--- src/rtl/pkg_exit_status.sv ---
// Shared types for the exit-status controller: FSM encoding, exit status codes
// and the APB register map.
package pkg_exit_status;

  typedef enum logic [2:0] {
    ST_IDLE = 3'd0,
    ST_RUN  = 3'd1,
    ST_PASS = 3'd2,
    ST_FAIL = 3'd3,
    ST_TMO  = 3'd4
  } state_e;

  typedef enum logic [1:0] {
    STATUS_SUCCESS = 2'd0,
    STATUS_FAIL    = 2'd1,
    STATUS_TIMEOUT = 2'd2
  } status_e;

  localparam logic [31:0] OFF_CTRL    = 32'h00;
  localparam logic [31:0] OFF_EXIT    = 32'h04;
  localparam logic [31:0] OFF_TIMEOUT = 32'h08;
  localparam logic [31:0] OFF_CYCLES  = 32'h0C;
  localparam logic [31:0] OFF_STATE   = 32'h10;

  localparam logic [7:0] TMO_EXIT_CODE = 8'hFF;

endpackage

--- src/rtl/exit_status_ctrl.sv ---
// Run/exit status controller: APB register file plus a run FSM that ends in a
// sticky PASS, FAIL or TMO verdict.
module exit_status_ctrl
  import pkg_exit_status::*;
#(
  parameter logic [31:0] TIMEOUT_RST    = 32'd0,
  parameter int          APB_ADDR_WIDTH = 12
) (
  input  logic                      clk,
  input  logic                      rst,
  input  logic                      start_i,
  input  logic [APB_ADDR_WIDTH-1:0] paddr_i,
  input  logic                      psel_i,
  input  logic                      penable_i,
  input  logic                      pwrite_i,
  input  logic [31:0]               pwdata_i,
  output logic [31:0]               prdata_o,
  output logic                      pready_o,
  output logic                      pslverr_o,
  output logic                      done_o,
  output logic [1:0]                status_o,
  output logic [7:0]                exit_code_o
);

  // APB handshake: a transfer completes in the access phase (psel & penable);
  // pready is always 1, so every access phase is exactly one cycle long.
  state_e      state_q, state_d;
  logic [31:0] cycles_q, cycles_d;
  logic [7:0]  code_q, code_d;
  logic [31:0] timeout_q;

  logic [31:0] addr;
  logic        access, wr;
  logic        ctrl_wr, exit_wr, tmo_wr;
  logic        clr_req, start_req, exit_req, tmo_hit;
  logic        addr_hit;
  logic [7:0]  wr_code;
  state_e      verdict;

  assign addr    = 32'(paddr_i);
  assign access  = psel_i & penable_i;
  assign wr      = access & pwrite_i;
  assign ctrl_wr = wr && (addr == OFF_CTRL);
  assign exit_wr = wr && (addr == OFF_EXIT);
  assign tmo_wr  = wr && (addr == OFF_TIMEOUT);

  assign clr_req   = ctrl_wr & pwdata_i[1];
  assign start_req = start_i | (ctrl_wr & pwdata_i[0]);
  assign exit_req  = exit_wr & pwdata_i[31];
  assign wr_code   = pwdata_i[7:0];
  assign verdict   = (wr_code == 8'd0) ? ST_PASS : ST_FAIL;

  // Compares against the registered TIMEOUT, so a new value takes effect one
  // cycle after it is written.
  assign tmo_hit = (timeout_q != 32'd0) && (cycles_q == timeout_q - 32'd1);

  always_ff @(posedge clk or posedge rst) begin
    if (rst) begin
      state_q  <= ST_IDLE;
      cycles_q <= 32'd0;
      code_q   <= 8'd0;
    end else begin
      state_q  <= state_d;
      cycles_q <= cycles_d;
      code_q   <= code_d;
    end
  end

  always_ff @(posedge clk or posedge rst) begin
    if (rst) begin
      timeout_q <= TIMEOUT_RST;
    end else if (tmo_wr) begin
      timeout_q <= pwdata_i;
    end
  end

  always_comb begin
    state_d  = state_q;
    cycles_d = cycles_q;
    code_d   = code_q;
    case (state_q)
      ST_IDLE: begin
        if (exit_req) begin
          code_d  = wr_code;
          state_d = verdict;
        end else if (start_req) begin
          state_d  = ST_RUN;
          cycles_d = 32'd0;
        end
      end
      ST_RUN: begin
        cycles_d = (cycles_q == 32'hFFFF_FFFF) ? cycles_q : cycles_q + 32'd1;
        // An EXIT write beats a timeout landing on the same edge.
        if (exit_req) begin
          code_d  = wr_code;
          state_d = verdict;
        end else if (tmo_hit) begin
          code_d  = TMO_EXIT_CODE;
          state_d = ST_TMO;
        end
      end
      default: ;
    endcase
    if (clr_req) begin
      state_d  = ST_IDLE;
      cycles_d = 32'd0;
      code_d   = 8'd0;
    end
  end

  always_comb begin
    done_o   = 1'b0;
    status_o = STATUS_SUCCESS;
    case (state_q)
      ST_PASS: begin done_o = 1'b1; status_o = STATUS_SUCCESS; end
      ST_FAIL: begin done_o = 1'b1; status_o = STATUS_FAIL;    end
      ST_TMO:  begin done_o = 1'b1; status_o = STATUS_TIMEOUT; end
      default: ;
    endcase
  end

  always_comb begin
    prdata_o = 32'd0;
    addr_hit = 1'b1;
    case (addr)
      OFF_CTRL:    prdata_o = 32'd0;
      OFF_EXIT:    prdata_o = {done_o, 23'd0, code_q};
      OFF_TIMEOUT: prdata_o = timeout_q;
      OFF_CYCLES:  prdata_o = cycles_q;
      OFF_STATE:   prdata_o = {29'd0, state_q};
      default:     addr_hit = 1'b0;
    endcase
  end

  assign pready_o    = 1'b1;
  assign pslverr_o   = access & ~addr_hit;
  assign exit_code_o = code_q;

endmodule
--- config.mk ---
export PLATFORM = sky130hd
export DESIGN_NAME = exit_status_ctrl
export DESIGN_NICKNAME = d
export VERILOG_FILES = /design/src/rtl/pkg_exit_status.sv /design/src/rtl/exit_status_ctrl.sv
export SDC_FILE = /design/constraint.sdc
export NUM_CORES = 1
export LEC_CHECK = 0
export ABC_AREA = 1
export CAP_MARGIN = 20
export CORE_ASPECT_RATIO = 0.5
export CORE_MARGIN = 4
export CORE_UTILIZATION = 55
export DETAILED_ROUTE_END_ITERATION = 6
export GPL_TIMING_DRIVEN = 0
export PLACE_DENSITY = 0.83
export SLEW_MARGIN = 30
export SYNTH_ARGS = -nofsm -noshare
export SYNTH_HDL_FRONTEND = slang
export SYNTH_SLANG_ARGS = --single-unit
--- constraint.sdc ---
create_clock -name clk -period 3.3 [get_ports clk]
set_input_delay 0.825 -clock clk [delete_from_list [all_inputs] [get_ports clk]]
set_output_delay 0.825 -clock clk [all_outputs]
set_load 0.1 [all_outputs]
==> metrics.md <==
| Metric | Value |
|---|---|
| Worst-Margin Slew | `0.981 ns` |
| PortBufs | `93` |
| Yosys top cell by area | `dfrtp_1` |
| CP endpoint kind | `output pin` |
| DRC violation count after routing | `1` |
| Boundary pin count | `95` |
| Number of clock sinks | `75` |
| CP Launch Type | `input pin` |
| Ys Warns | `0` |
| Syn_nets | `883` |
| Final hold violations | `0` |
| DR vias | `6878` |
| Final RePlAce weighted congestion | `1.05` |
| Vias in the first global route | `6658` |
| Initial DRC count | `878` |
| Max cap viols | `0` |
| Internal reg-to-reg setup slack | `0.17 ns` |
| Filler cell count | `713` |
| Fmax | `0.304 GHz` |
| Chip width | `154 um` |
| Drt first pass iters | `7` |
| Cell chain of the critical path | `dlygate4sd2_1, or2_4, buf_6, nor3_4, buf_12, clkbuf_16, nand2_4, o211ai_1, buf_6` |
| RSZ-0062 raised after global routing | `true` |
| Register Area | `0.00188 mm^2` |
| Die Ht | `81.1 um` |
| WP data required | `2.47 ns` |
| Placement Setup Slack | `-1.82 ns` |
| Initial core utilization | `57.0%` |
| Global route overflow | `0` |
| Reg2reg path depth | `13` |
| First-pass GRT wire length | `35700 um` |
| Share of cells above drive strength 1 | `23.9%` |
| RR Endpoint | `cycles_q[31]$_DFFE_PP0P_` |
| Syn_area_per_cell | `7.08 um^2` |
| Gate Count Post-Synth | `830` |
| Final min period | `3.29 ns` |
| WHS Endpoint | `state_q[0]$_DFFE_PP0P_` |
| Largest net degree at the start of global routing | `47` |
| VDD IR max | `0.791 mV` |
| Post-synth top area share | `32.0%` |
| Final setup viols | `0` |
| Hpwl dp | `16700 um` |
| Total power | `3.76 mW` |
| Slew Limit Fails | `0` |
| Hold path depth | `2` |
| Vias/cell | `6.19` |
| WS Path Type | `in -> out` |
| Initial antenna violation count | `0` |
| TritonCTS clock tree | `yes` |
| Synthesized flop and latch total | `75` |
| Routed length per placed instance | `21.7 um` |
| Relative slew slack | `34.4%` |
| Core region area | `0.0103 mm^2` |
| Critical Path Max Stage Delay | `0.27 ns` |
| Violations in the final reports | `design-rule violations` |
| Synth Flop Type | `dfrtp_1` |
| CP most frequent cell | `buf_6` |
| Clock H-tree levels | `3` |
| Area of the multi-input gates | `0.00381 mm^2` |
| Area Overhead vs Synth | `36.5%` |
| HP Start | `state_q[0]$_DFFE_PP0P_` |
| Net count reported at finish | `1020` |
| # hold bufs at CTS | `0` |
| Area contributors post-synth | `dfrtp_1, nand2_1, xor2_1` |
| Detailed Route WL | `24200 um` |
| Max Buffers Root-to-Sink | `2` |
| Row count | `26` |
| PD cells | `469 mW/mm^2` |
| Crit path max-delay cell type | `buf_6` |
| Clock Skew | `0.00655 ns` |
| Reg clk slew, reported paths | `0.07 ns` |
| Status | `finished with violations` |
| Ys async rst share | `100%` |
| Reg2Reg Launch Point | `cycles_q[0]$_DFFE_PP0P_` |
| Clock Latency Late Sink | `0.35 ns` |
| Syn Std Cell Area | `0.00587 mm^2` |
| Antenna Nets Post-Route | `0` |
| Fin crit share | `99.8%` |
| Most instantiated cells after synthesis | `nand2_1, nor2_1, inv_1` |
| Worst hold slack | `0.525 ns` |
| Seq/Total Area, Yosys | `32.0%` |
| Post-synthesis cell type count | `39` |
| Antenna diodes | `0` |
| GR Util All Layers | `37.5%` |
| Crit path arrival time | `2.47 ns` |
| Pleak | `3.70 nW` |
| Final worst slack | `0.00788 ns` |
| HP Class | `reg -> reg` |
| Critical path startpoint | `paddr_i[0]` |
| CP Max Fanout | `6` |
| TritonCTS Buffers | `9` |
| CTS root buffer | `clkbuf_16` |
| Most common cell in the synthesized netlist | `nand2_1` |
| Post-synth EDFFs | `0` |
| Die area | `0.0125 mm^2` |
[placed cells by master, fill, tap and decap left out, drive strengths merged]
master | netlist | routed
conb | 1 | 1
o221ai | 3 | 3
a311oi | 1 | 1
a22oi | 1 | 1
clkinvlp | 0 | 2
dlymetal6s2s | 0 | 1
nor3 | 27 | 27
clkdlybuf4s50 | 0 | 48
clkdlybuf4s15 | 0 | 1
buf | 7 | 68
nor4 | 11 | 11
dfrtp | 75 | 75
xnor2 | 10 | 10
o211ai | 4 | 4
clkbuf | 13 | 35
or2 | 1 | 1
xor2 | 45 | 45
o22ai | 10 | 10
o21ai | 60 | 60
dlygate4sd2 | 0 | 2
ha | 3 | 3
a31oi | 3 | 3
nand4 | 22 | 22
mux2 | 29 | 29
nand2 | 205 | 205
nor2 | 123 | 123
clkinv | 4 | 5
a21oi | 13 | 13
inv | 93 | 96
bufinv | 0 | 1
nand3 | 52 | 52
nand3b | 3 | 3
o32ai | 11 | 11
[layout make-up]
class | count | area share [%]
inverter | 97 | 4.73
buffer | 20 | 2.40
tap | 140 | 2.19
sequential | 75 | 23.4
clock inverter | 7 | 0.952
clock buffer | 9 | 2.81
multi-input combinational | 638 | 47.5
timing repair buffer | 126 | 16.0
[cells by family after synthesis]
logic type	Yosys count	synth area share (%)
compound gates	106	11.1
flops	75	32.0
other cells	1	0.0639
mux	29	5.56
buf+inv	117	7.82
fa+ha+maj	3	0.639
simple gates	444	34.7
xor+xnor	55	8.20
[metal layers]
metal | wire, um | vias to the layer above | track usage, %
met3 | 3400 | 121 | 13.9
met1 | 9180 | 3207 | 48.2
li1 | - | 3033 | -
met4 | 1000 | 0 | 12.9
met5 | 0 | - | 0
met2 | 10600 | 517 | 59.0
[worst max path at each step]
stage                                            end  cells past startpoint
after floorplan                          prdata_o[5]                      7
after global placement                   prdata_o[4]                      9
after detailed placement                 prdata_o[4]                      9
after CTS                                prdata_o[6]                     11
after global routing      exit_code_o[1]$_DFFE_PP0P_                     22
final                                    prdata_o[5]                      9
[sequential cells by signal, summed over array words and instances, names as in the netlist]
name / count
cycles_q: 32
state_q: 3
timeout_q: 32
exit_code_o: 8
[worst max-delay path, delay by kind of cell]
| kind | cells | cell delay [ns] |
|---|---|---|
| buffers and inverters | 5 | 0.97 |
| AO/OA/AOI/OAI | 1 | 0.15 |
| AND/OR/NAND/NOR | 3 | 0.50 |
[report_power, final]
part | total, mW | switching, mW | internal (mW) | leakage, nW
clock network | 1.02 | 0.433 | 0.591 | 0.142
logic | 1.66 | 1.18 | 0.479 | 2.53
registers | 1.08 | 0.0816 | 0.997 | 1.03
total | 3.76 | 1.69 | 2.07 | 3.70
[per-stage QoR]
| stage | instance area [um^2] | setup TNS (ns) | util, % | std cells |
|---|---|---|---|---|
| final | 8020 | 0 | 77.7 | 1112 |
| after global routing | 8020 | -0.255 | 77.7 | 1112 |
| after CTS | 7860 | 0 | 76.2 | 1107 |
| after detailed placement | 7130 | -56.43 | 69.2 | 1064 |
| after global placement | 7100 | -113.64 | 68.9 | 1063 |
| after floorplan | 6000 | -14.06 | - | 830 |
[repair_timing]
item,CTS,global route
setup buffers,25,3
resized for setup,281,58
endpoints found under the setup margin,33,76
cloned,2,2
pin swaps,12,15
Note: power is estimated with default switching activity, not from simulation.
